`src/rtl/imem_loader_if.sv`:
```
// Byte-stream input and instruction-memory write bus of the program loader.
// The slave modport is the loader side; the master modport is the image source
// and memory side.
interface imem_loader_if #(
    parameter int ADDR_W = 8
);
    logic [7:0]        byte_in;
    logic              byte_valid;
    logic              byte_ready;
    logic              imem_we;
    logic [ADDR_W-1:0] imem_addr;
    logic [31:0]       imem_wdata;

    modport slave (
        input  byte_in,
        input  byte_valid,
        output byte_ready,
        output imem_we,
        output imem_addr,
        output imem_wdata
    );

    modport master (
        output byte_in,
        output byte_valid,
        input  byte_ready,
        input  imem_we,
        input  imem_addr,
        input  imem_wdata
    );
endinterface

```
`src/rtl/imem_loader.sv`:
```
// Program loader: packs a byte-serial image big-endian into 32-bit words,
// writes them to instruction memory from address 0, verifies a trailing
// 8-bit checksum and holds the core in reset until a clean load completes.
//
// state | meaning
// ------+------------------------------------------------------------
// IDLE  | after reset, waiting for start
// LOAD  | accepting the four bytes of the current word
// WRITE | one-cycle memory write of the packed word
// CHECK | accepting the checksum byte
// DONE  | load verified, core released
// ERROR | bad length or checksum mismatch, core held
module imem_loader #(
    parameter int DEPTH  = 256,
    parameter int ADDR_W = 8
) (
    input  logic              clk,
    input  logic              rst,
    input  logic              start,
    input  logic [ADDR_W:0]   len,
    imem_loader_if.slave      bus,
    output logic              core_hold,
    output logic              done,
    output logic              error
);
    typedef enum logic [2:0] {
        IDLE  = 3'd0,
        LOAD  = 3'd1,
        WRITE = 3'd2,
        CHECK = 3'd3,
        DONE  = 3'd4,
        ERROR = 3'd5
    } state_t;

    localparam logic [ADDR_W:0] DEPTH_V = (ADDR_W + 1)'(DEPTH);

    state_t          state_q, state_d;
    logic [ADDR_W:0] len_q, len_d;
    // One bit wider than the address so a full-depth load cannot wrap to 0.
    logic [ADDR_W:0] word_cnt_q, word_cnt_d;
    logic [1:0]      byte_cnt_q, byte_cnt_d;
    logic [7:0]      sum_q, sum_d;
    logic [31:0]     word_q, word_d;
    logic [ADDR_W:0] word_cnt_inc;
    logic            xfer;

    assign xfer         = bus.byte_valid && bus.byte_ready;
    assign word_cnt_inc = word_cnt_q + 1'b1;

    // Outputs are decoded from state or taken straight from registers.
    assign bus.byte_ready = (state_q == LOAD) || (state_q == CHECK);
    assign bus.imem_we    = (state_q == WRITE);
    assign bus.imem_addr  = word_cnt_q[ADDR_W-1:0];
    assign bus.imem_wdata = word_q;
    assign core_hold      = (state_q != DONE);
    assign done           = (state_q == DONE);
    assign error          = (state_q == ERROR);

    // State and datapath registers with synchronous reset.
    always_ff @(posedge clk) begin
        if (rst) begin
            state_q    <= IDLE;
            len_q      <= '0;
            word_cnt_q <= '0;
            byte_cnt_q <= '0;
            sum_q      <= '0;
            word_q     <= '0;
        end else begin
            state_q    <= state_d;
            len_q      <= len_d;
            word_cnt_q <= word_cnt_d;
            byte_cnt_q <= byte_cnt_d;
            sum_q      <= sum_d;
            word_q     <= word_d;
        end
    end

    // Next-state, byte packing, checksum and word counting.
    always_comb begin
        state_d    = state_q;
        len_d      = len_q;
        word_cnt_d = word_cnt_q;
        byte_cnt_d = byte_cnt_q;
        sum_d      = sum_q;
        word_d     = word_q;
        unique case (state_q)
            IDLE, DONE, ERROR: begin
                if (start) begin
                    len_d = len;
                    if ((len == '0) || (len > DEPTH_V)) begin
                        state_d = ERROR;
                    end else begin
                        word_cnt_d = '0;
                        byte_cnt_d = '0;
                        sum_d      = '0;
                        word_d     = '0;
                        state_d    = LOAD;
                    end
                end
            end
            LOAD: begin
                if (xfer) begin
                    // Shifting in from the bottom leaves the first byte in [31:24].
                    word_d     = {word_q[23:0], bus.byte_in};
                    sum_d      = sum_q + bus.byte_in;
                    byte_cnt_d = byte_cnt_q + 2'd1;
                    if (byte_cnt_q == 2'd3) begin
                        state_d = WRITE;
                    end
                end
            end
            WRITE: begin
                word_cnt_d = word_cnt_inc;
                state_d    = (word_cnt_inc == len_q) ? CHECK : LOAD;
            end
            CHECK: begin
                if (xfer) begin
                    state_d = (bus.byte_in == sum_q) ? DONE : ERROR;
                end
            end
            default: state_d = IDLE;
        endcase
    end
endmodule

```
`src/flat_wrapper.sv`:
```
// flat-port wrapper written by rule: the top's interface ports become plain ports
module imem_loader_flat 
#(
    parameter int DEPTH  = 256,
    parameter int ADDR_W = 8
)
  (clk, rst, start, len, core_hold, done, error, bus_byte_in, bus_byte_valid, bus_byte_ready, bus_imem_we, bus_imem_addr, bus_imem_wdata);
  imem_loader_if #(.ADDR_W(ADDR_W)) bus_i ();
  input  logic clk;
  input  logic rst;
  input  logic start;
  input  logic [ADDR_W:0] len;
  output logic core_hold;
  output logic done;
  output logic error;
  input wire logic [$bits(bus_i.byte_in)-1:0] bus_byte_in;
  input wire logic [$bits(bus_i.byte_valid)-1:0] bus_byte_valid;
  output wire logic [$bits(bus_i.byte_ready)-1:0] bus_byte_ready;
  output wire logic [$bits(bus_i.imem_we)-1:0] bus_imem_we;
  output wire logic [$bits(bus_i.imem_addr)-1:0] bus_imem_addr;
  output wire logic [$bits(bus_i.imem_wdata)-1:0] bus_imem_wdata;
  assign bus_i.byte_in = bus_byte_in;
  assign bus_i.byte_valid = bus_byte_valid;
  assign bus_byte_ready = bus_i.byte_ready;
  assign bus_imem_we = bus_i.imem_we;
  assign bus_imem_addr = bus_i.imem_addr;
  assign bus_imem_wdata = bus_i.imem_wdata;
  imem_loader #(.DEPTH(DEPTH), .ADDR_W(ADDR_W)) u_core (.clk(clk), .rst(rst), .start(start), .len(len), .bus(bus_i), .core_hold(core_hold), .done(done), .error(error));
endmodule
```
`config.mk`:
```
export PLATFORM = sky130hd
export DESIGN_NAME = imem_loader_flat
export DESIGN_NICKNAME = d
export VERILOG_FILES = /design/src/rtl/imem_loader_if.sv /design/src/rtl/imem_loader.sv /design/src/flat_wrapper.sv
export SDC_FILE = /design/constraint.sdc
export NUM_CORES = 1
export LEC_CHECK = 0
export ABC_CLOCK_PERIOD_IN_PS = 1750
export BUFFER_PORTS_ARGS = -buffer_cell sky130_fd_sc_hd__buf_4
export CAP_MARGIN = 20
export CORE_UTILIZATION = 49
export DETAILED_ROUTE_END_ITERATION = 12
export GPL_TIMING_DRIVEN = 0
export PLACE_DENSITY_LB_ADDON = 0.05
export RECOVER_POWER = 50
export SYNTH_ARGS = -nofsm -noshare
export SYNTH_HDL_FRONTEND = slang
export SYNTH_SLANG_ARGS = --single-unit
```
`constraint.sdc`:
```
create_clock -name clk -period 1.75 [get_ports clk]
set_input_delay 0.0875 -clock clk [delete_from_list [all_inputs] [get_ports clk]]
set_output_delay 0.0875 -clock clk [all_outputs]
set_load 0.1 [all_outputs]
```
# --- After elaboration in Yosys (flattened, before gate mapping) ---
# Index checks and enable logic that the tools add are counted.
totals:
  regBits: 63
  inputBits: 21
  out_inout_bits: 45
  word_cells: 59
classes:
  addsub: 3
  order_cmp: 1
  eq_ne: 14
  n_mux: 23
  n_reduce_logical: 12
op_table:
  columns: ["cell", "n"]
  rows:
  - ["2-to-1 mux 32 bit", 3]
  - ["case mux 32 bit (2 select lines)", 1]
  - ["2-to-1 mux 8 bit", 3]
  - ["2-to-1 mux 9 bit", 2]
  - ["case mux 9 bit (2 select lines)", 1]
  - ["case mux 8 bit (2 select lines)", 1]
  - ["2-to-1 mux 3 bit", 5]
  - ["case mux 3 bit (4 select lines)", 1]
  - ["adder 9 x 1 -> 9 bit (second input constant)", 1]
  - ["== test 9 bit", 1]
  - ["> comparator 9 bit (second input constant)", 1]
  - ["zero test 9 bit", 1]
  - ["adder 8 bit", 1]
  - ["== test 8 bit", 1]
  - ["2-to-1 mux 2 bit", 4]
  - ["AND reduction 4 bit", 2]
  - ["== test 3 x 2 -> 1 bit (second input constant)", 2]
  - ["== test 3 bit (second input constant)", 2]
  - ["inequality test 2 bit (second input constant)", 3]
  - ["inequality test 2 x 1 -> 1 bit (second input constant)", 2]
  - ["case mux 2 bit (2 select lines)", 1]
  - ["nonzero test 2 bit", 2]
  - ["== test 3 x 1 -> 1 bit (second input constant)", 1]
  - ["zero test 3 bit", 1]
  - ["9 further kinds", 10]

# --- Depth between registers and ports, before layout ---
# Gate-level depths: netlist (run 1).
logic_depth:
  word_depth: 5
  mapped_depth: 9
  mapped_depth_nobuf: 7

# --- Worst setup path before layout (run 1) ---
# No wires, ideal clock.
synth_path:
  path_type: "register to register"
  start: "reg u_core.state_q[2]"
  end: "reg u_core.word_q[23], in the netlist u_core.bus.imem_wdata[23]"
  setup_time_ps: 128
  arrival_time_ps: 2414
  t_required_ps: 1622
  setup_slack_ps: -792
  path_stages_with_launch: 10
  path_buffers: 4
  period_less_slack_ps: 2542
  cell_sequence: "dfxtp_1 -> clkbuf_2 -> nand2b_1 -> clkinv_1 -> and2_1 -> clkbuf_1 -> buf_2 -> buf_6 -> a22oi_1 -> nor2_1"
synth_via:
  elab_chain_len: 5
  elab_cells_between_ends: 14
  classes_between: "eq/ne (7); mux (1); reduce/logical (6)"
synth_rtl:
  columns: ["element", "line_no", "text"]
  rows:
  - ["from (decl)", "imem_loader.sv:37", "state_t state_q, state_d;"]
  - ["from (signal assigned)", "imem_loader.sv:69", "state_q <= state_d;"]
  - ["== test 3 x 1 -> 1 bit or == test 3 x 2 -> 1 bit (tied branches)", "imem_loader.sv:51", "assign bus.byte_ready = (state_q == LOAD) || (state_q == CHECK);"]
  - ["logical OR 1 bit (*)", "imem_loader.sv:51", null]
  - ["via bus_byte_ready", "flat_wrapper.sv:18", "output wire logic [$bits(bus_i.byte_ready)-1:0] bus_byte_ready;"]
  - ["logical AND 1 bit (*)", "imem_loader.sv:47", "assign xfer = bus.byte_valid && bus.byte_ready;"]
  - ["inequality test 2 x 1 -> 1 bit (no source line) (*)", null, null]
  - ["AND reduction 4 bit (no source line) (*)", null, null]
  - ["to (signal assigned)", "imem_loader.sv:74", "word_q <= word_d;"]
  - ["to (decl)", "imem_loader.sv:43", "logic [31:0] word_q, word_d;"]
# Mark *: on every way through the listed nets, which the timed path passes. The rest lies on a longest branch.
# A chain may end at the register's enable or synchronous reset.

# --- Worst setup path after layout (run 1) ---
layout_path:
  start: "reg u_core.sum_q[4]"
  end: "reg u_core.sum_q[7]"
layout_via:
  elab_chain_len: 3
layout_rtl:
  columns: ["element", "line_no", "text"]
  rows:
  - ["from (decl)", "imem_loader.sv:42", "logic [7:0] sum_q, sum_d;"]
  - ["from (signal assigned)", "imem_loader.sv:73", "sum_q <= sum_d;"]
  - ["adder 8 bit", "imem_loader.sv:105", "sum_d = sum_q + bus.byte_in;"]
  - ["2-to-1 mux 8 bit", "imem_loader.sv:102", "if (xfer) begin"]
  - ["case mux 8 bit (2 select lines)", "imem_loader.sv:86", "unique case (state_q)"]
# No other way between the ends. The select of a mux whose other input is x is not followed.

==> metrics.md, run 1 <==
| Metric | Value |
|---|---|
| Pleak | `1.71 nW` |
| Maximum clock frequency | `583 MHz` |
| Most frequent cell after synthesis | `dfxtp_1` |
| Area leader, netlist | `dfxtp_1` |
| Reg2reg setup slack | `0.03 ns` |
| WL per Instance | `16.3 µm` |
| Clk Latency, worst-skew pair | `0.35 ns` |
| R2R Path End | `u_core.sum_q[7]` |
| Filler cell count | `508` |
| FF+latch count, synth | `63` |
| Critical path origin | `u_core.sum_q[4]` |
| Post-Synth XOR/XNOR Area | `4.74%` |
| Number of remaining DRC errors | `0` |
| Pin count of the biggest net entering global routing | `12` |
| Top FF cell, synth | `dfxtp_1` |
| Synth Area in Simple Gates | `17.6%` |
| Cell Area, Placed | `3760 µm²` |
| Slew headroom | `60.5%` |
| Num rows | `28` |
| Final Hold Vio Count | `0` |
| M1 WL | `4150 µm` |
| Clk_skew | `0.00683 ns` |
| Core area | `6060 µm²` |
| CP required | `2.03 ns` |
| Max rail drop VDD | `734 µV` |
| Critical Path Start Type | `flip-flop` |
| Final wirelength | `8440 µm` |
| Top area cells in the synthesized netlist | `dfxtp_1, a22oi_1, nor2_1` |
| DP Worst Slack | `-0.351 ns` |
| NumNets Final | `470` |
| I/O pin cnt | `66` |
| Avg Vias per Cell | `5.69` |
| PortBufs | `65` |
| Seq/Total Area, Yosys | `40.2%` |
| Clock slew at reported path FFs | `0.07 ns` |
| CP Capture Type | `flip-flop` |
| Vias | `2945` |
| Max Slew Vio Count | `0` |
| Root buf cell | `clkbuf_8` |
| P&R area growth vs syn | `32.8%` |
| Part of the cycle the worst path needs | `98.1%` |
| Number of global-route vias before repair | `2656` |
| Mux contribution to synthesized area | `2.87%` |
| Power per cell area | `843 nW/µm²` |
| First-pass GRT wire length | `13100 µm` |
| Largest family of logic cells by synthesized area | `compound AO/OA/AOI/OAI gates` |
| Clk buf depth | `2` |
| Num CTS Buffers | `9` |
| Ys Warns | `0` |
| Area of the multi-input gates | `1770 µm²` |
| Dpl hpwl | `5720 µm` |
| Top cells by count, synth | `dfxtp_1, nor2_1, a22oi_1` |
| Worst setup margin | `0.0339 ns` |
| Die Span X | `82.0 µm` |
| Worst hold path class | `input pin to flip-flop` |
| Post-synthesis adder-cell area fraction | `4.22%` |
| Placer congestion estimate | `0.836` |
| Grt ovf | `0` |
| CP Max Fanout | `4` |
| Min Tclk post-route | `1.72 ns` |
| Reg2reg path depth | `5` |
| Slew @ Worst Pin | `0.592 ns` |
| Post-synth EDFFs | `0` |
| Antenna violations before repair | `0` |
| Critical path class | `flip-flop to flip-flop` |
| Inserted Diodes | `0` |
| Setup-failing EPs final | `0` |
| CTS tree | `done` |
| Iteration-0 DRC Markers | `136` |
| DIE AREA | `6730 µm²` |
| Share of cells above drive strength 1 | `36.6%` |
| Initial Util | `51.8%` |
| Post-synth ARST share | `0%` |
| R2R Path Start | `u_core.sum_q[4]` |
| Tot GR Track Use | `26.3%` |
| Post-Syn Area | `3140 µm²` |
| FF/Latch Area | `1270 µm²` |
| Post-Syn Instances | `347` |
| Iteration count of the initial detailed-routing pass | `4` |
| Netlist cell types | `54` |
| Antenna Nets Post-Route | `0` |
| Compound-Gate Fraction of Synth Area | `23.2%` |
| Htree depth | `3` |
| Uppermost layer routed | `met4` |
| Worst hold margin | `0.00682 ns` |
| Clock Sinks | `63` |
| DR WL met2 | `3770 µm` |
| RSZ-0062 raised after global routing | `yes` |
| Synth top area share | `40.2%` |
| Final non-filler cell area | `4170 µm²` |
| Syn_nets | `378` |
| Mean Syn Cell Area | `9.05 µm²` |
| Worst Path Arrival | `1.99 ns` |
| # Max-Cap Violations | `0` |
| Met3 wire len | `376 µm` |
| Worst Setup EP | `u_core.sum_q[7]` |
| Die height | `82.0 µm` |
| Status | `complete, no violations` |
==> timing repair <==
item	CTS	global route
gates cloned	1	0
hold endpoints to repair	5	0
endpoints found under the setup margin	48	45
pin swaps	5	10
setup buffers	7	6
hold buffers	5	0
resized for setup	20	33
==> area by class of cell <==
cell class / instances / share of cell area [%]
plain buffers: 28 / 5.10
clock buffers: 9 / 2.97
clock inverters: 6 / 2.07
inverters: 8 / 1.29
multi-input cells: 245 / 42.4
flip-flops and latches: 63 / 30.5
well taps: 75 / 2.25
repair buffers: 84 / 13.4
==> layer usage <==
| layer | up-vias | global-route usage (%) |
|---|---|---|
| li1 | 1433 | - |
| met2 | 84 | 40.1 |
| met4 | 0 | 10.9 |
| met3 | 12 | 5.44 |
| met1 | 1416 | 35.8 |
| met5 | - | 0 |
==> cell usage in the layout, fill, tap and decap left out, types with 4 or more instances in the layout <==
master,instances
nor2_1,60
mux2i_1,9
dfxtp_1,55
inv_1,4
buf_4,40
nand3b_1,4
nand2b_1,4
clkbuf_1,9
xor2_1,7
dfxtp_2,7
o21ai_0,6
nand2_1,10
nand4_1,7
dlygate4sd3_1,5
ha_1,4
a31oi_1,5
a211oi_1,6
a22oi_1,31
a22oi_2,6
xnor2_1,10
ha_4,4
buf_6,7
clkbuf_2,44
a21o_1,5
a21oi_1,7
clkbuf_8,9
==> critical path, stage by stage (launching register included) <==
cell and delay [ns]:
dfxtp_1 0.34, ha_1 0.36, o21ai_0 0.16, or3_1 0.40, a31o_2 0.25, a31oi_1 0.14
==> registers in the layout (all words and copies together), names as in the netlist <==
name / count
u_core.word_cnt_q: 9
u_core.byte_cnt_q: 2
u_core.state_q: 3
u_core.sum_q: 8
u_core.len_q: 9
u_core.bus.imem_wdata: 32
==> through the flow <==
step | instances | power, W | utilization [%] | TNS (ns)
final | 518 | 0.00351 | 68.8 | 0
after global routing | 518 | 0.00361 | 68.8 | -0.0354
after CTS | 513 | 0.00349 | 68.5 | 0
after detailed placement | 487 | 0.00209 | 62.0 | -11.20
after global placement | 487 | 0.00208 | 62.0 | -10.37
after floorplan | 347 | 0.00193 | - | 0
==> worst min-delay path by stage <==
stage            from              end  slack, ns  cells past startpoint
2_1_floorplan  len[0]  u_core.len_q[0]       0.23                      2
3_3_place_gp   len[4]  u_core.len_q[4]       0.33                      3
3_5_place_dp   len[7]  u_core.len_q[7]       0.34                      3
5_1_grt        len[3]  u_core.len_q[3]       0.03                      3
6_report       len[3]  u_core.len_q[3]      0.007                      3
4_1_cts        len[3]  u_core.len_q[3]      0.003                      3
==> report_power, final <==
group | internal (W) | switching, W
Clock | 0.000791 | 0.000589
Sequential | 0.00147 | 0.0000361
Combinational | 0.000246 | 0.000384
Total | 0.00251 | 0.00101
==> cell families (layout without fill, tap and decap cells) <==
| logic type | Yosys count | in the layout |
|---|---|---|
| adder cells (fa/ha/maj) | 10 | 10 |
| XOR/XNOR | 17 | 17 |
| AO/OA/AOI/OAI | 95 | 95 |
| buffers and inverters | 39 | 135 |
| AND/OR/NAND/NOR | 114 | 114 |
| flip-flops | 63 | 63 |
| multiplexers | 9 | 9 |
Note: power is estimated with default switching activity, not from simulation.
==> run 2: changes to the inputs <==
--- a/config.mk
+++ b/config.mk
@@ -11,6 +11,7 @@
 export CORE_UTILIZATION = 49
 export DETAILED_ROUTE_END_ITERATION = 12
 export GPL_TIMING_DRIVEN = 0
+export HOLD_SLACK_MARGIN = 0.12
 export PLACE_DENSITY_LB_ADDON = 0.05
 export RECOVER_POWER = 50
 export SYNTH_ARGS = -nofsm -noshare
==> run 2 against run 1 <==
Net effect: die area did not move; first-iteration DRC count is 8.1% lower; combinational power increased by 2%; non-clock buffer count increased by 10; utilization rose by 1.6 points; clock power barely moved; setup slack lost 0.010 ns; power up 0.10%; cell area increased by 2.3%; global-route usage rose by 0.49 points; clock skew decreased by 0.0012 ns; critical path type unchanged.
==> metrics.md, run 2 (synthesis results as in run 1) <==
| Metric | Value |
|---|---|
| Initial Util | `51.8% (unchanged)` |
| Status | `complete, no violations` |
| Iteration count of the initial detailed-routing pass | `4 (unchanged)` |
| Tot GR Track Use | `26.8% (+0.49 points)` |
| I/O pin cnt | `66 (unchanged)` |
| Placer congestion estimate | `0.836 (unchanged)` |
| Min Tclk post-route | `1.73 ns (+0.0102 ns)` |
| Critical Path Start Type | `flip-flop` |
| Most frequent cells in the layout | `nor2_1, dfxtp_1, clkbuf_2` |
| Clock power frac | `39.0% (-0.2 points)` |
| Vias | `2983 (+1.3%)` |
| Critical path class | `flip-flop to flip-flop` |
| Avg Vias per Cell | `5.65 (-0.63%)` |
| Reg power frac | `42.8% (about the same)` |
| PortBufs | `65 (unchanged)` |
| Cell Area, Placed | `3760 µm² (unchanged)` |
| Pin count of the biggest net entering global routing | `12 (unchanged)` |
| Grt ovf | `0 (unchanged)` |
| Share of cells above drive strength 1 | `34.2% (-2.4 points)` |
| Core area | `6060 µm² (unchanged)` |
| Max reg flops | `32 (unchanged)` |
| Clock slew at reported path FFs | `0.07 ns (about the same)` |
| WL per Instance | `16.2 µm (-0.71%)` |
| Clk buf depth | `2 (unchanged)` |
| Slew headroom | `61.5% (+0.96 points)` |
| First-pass GRT wire length | `13400 µm (+1.8%)` |
| Root buf cell | `clkbuf_8` |
| CP Max Fanout | `5 (+1)` |
| Internal | `0.00252 W (+0.40%)` |
| CTS tree | `done` |
| Slew @ Worst Pin | `0.577 ns (-0.0144 ns)` |
| Final Hold Vio Count | `0 (unchanged)` |
| Psw | `0.00100 W (-0.63%)` |
| Worst hold path class | `input pin to flip-flop` |
| CP Capture Type | `flip-flop` |
| Antenna Nets Post-Route | `0 (unchanged)` |
| Inserted Diodes | `0 (unchanged)` |
| Clk_skew | `0.00564 ns (-0.00118 ns)` |
| Clock Sinks | `63 (unchanged)` |
| DIE AREA | `6730 µm² (unchanged)` |
| Worst hold margin | `0.132 ns (+0.125 ns)` |
| Final non-filler cell area | `4270 µm² (+2.3%)` |
| Final wirelength | `8540 µm (+1.2%)` |
| Die height | `82.0 µm (unchanged)` |
| Worst Path Arrival | `2.00 ns (about the same)` |
| Critical path origin | `u_core.sum_q[5]` |
| Sw frac | `28.5% (-0.21 points)` |
| Number of remaining DRC errors | `0 (unchanged)` |
| Number of global-route vias before repair | `2732 (+2.9%)` |
| Max Slew Vio Count | `0 (unchanged)` |
| Die Span X | `82.0 µm (unchanged)` |
| CP required | `2.02 ns (about the same)` |
| NumNets Final | `480 (+2.1%)` |
| Power per cell area | `825 nW/µm² (-2.1%)` |
| P&R area growth vs syn | `35.9%` |
| Commonest non-fill, non-tap cell in the layout | `nor2_1` |
| Num CTS Buffers | `9 (unchanged)` |
| Pleak | `1.74 nW (+1.9%)` |
| # Max-Cap Violations | `0 (unchanged)` |
| Iteration-0 DRC Markers | `125 (-8.1%)` |
| Part of the cycle the worst path needs | `98.6% (+0.58 points)` |
| Setup-failing EPs final | `0 (unchanged)` |
| Htree depth | `3 (unchanged)` |
| RSZ-0062 raised after global routing | `yes` |
| Maximum clock frequency | `579 MHz (-0.59%)` |
| Num rows | `28 (unchanged)` |
| Max rail drop VDD | `743 µV (+1.2%)` |
| R2R Path Start | `u_core.sum_q[5]` |
| Antenna violations before repair | `0 (unchanged)` |
| Dpl hpwl | `5720 µm (unchanged)` |
| Clk Latency, worst-skew pair | `0.34 ns (about the same)` |
| Comb pwr share | `18.2% (+0.3 points)` |
| Worst hold start | `start` |
[run 2: cell type report]
cell class,instances,area [µm²]
sequential,63,1270
timing repair buffer,94,662
clock inverter,6,86.3
fill,502,1800
inverter,8,53.8
tap,75,93.8
clock buffer,9,124
multi-input combinational,245,1760
buffer,28,213
[run 2: final timing paths]
check / end / cells after the start / slack, ns
setup reg to reg: u_core.sum_q[7] / 6 / 0.02
hold / removal: u_core.state_q[2] / 4 / 0.13
hold reg to reg: u_core.sum_q[3] / 2 / 0.47
setup / recovery: u_core.sum_q[7] / 6 / 0.02
[run 2: power by group through the flow]
| stage | clock network [W] | logic [W] | registers [W] |
|---|---|---|---|
| 4_1_cts | 0.00139 | 0.000626 | 0.00150 |
| 2_1_floorplan | 0 | 0.000348 | 0.00159 |
| 3_5_place_dp | 0 | 0.000552 | 0.00154 |
| 6_report | 0.00137 | 0.000642 | 0.00151 |
| 5_1_grt | 0.00143 | 0.000683 | 0.00151 |
| 3_3_place_gp | 0 | 0.000546 | 0.00153 |
[run 2: per-stage QoR]
| step | std cells | power, W | TNS (ns) | setup slack [ns] | util (%) |
|---|---|---|---|---|---|
| 4_1_cts | 527 | 0.00352 | 0 | 0.00881 | 70.8 |
| 6_report | 528 | 0.00352 | 0 | 0.0237 | 70.4 |
| 5_1_grt | 528 | 0.00362 | -0.0526 | -0.0272 | 70.4 |
| 3_3_place_gp | 487 | 0.00208 | -10.37 | -0.321 | 62.0 |
| 2_1_floorplan | 347 | 0.00193 | 0 | 0.00370 | - |
| 3_5_place_dp | 487 | 0.00209 | -11.20 | -0.351 | 62.0 |
[run 2: per-layer routing]
metal	global-route usage (%)	share of wire, %	up-vias
li1	-	-	1456
met1	36.2	48	1427
met2	41.3	45	88
met3	5.11	5.6	12
met4	11.4	1.7	0
met5	0	0	-
[run 2: critical path, stage by stage (launching register included)]
cell,delay [ns]
dfxtp_1,0.34
ha_4,0.30
o21a_1,0.14
o21ai_0,0.07
or3_1,0.40
a31o_2,0.25
a31oi_1,0.15
[run 2: timing repair]
item / in CTS / in global routing
endpoints found under the setup margin: 48 / 45
endpoints found under the hold margin: 19 / 0
resized for setup: 20 / 30
cloned: 1 / 0
hold buffers: 19 / 0
pin swaps: 5 / 11
buffers inserted: 7 / 2
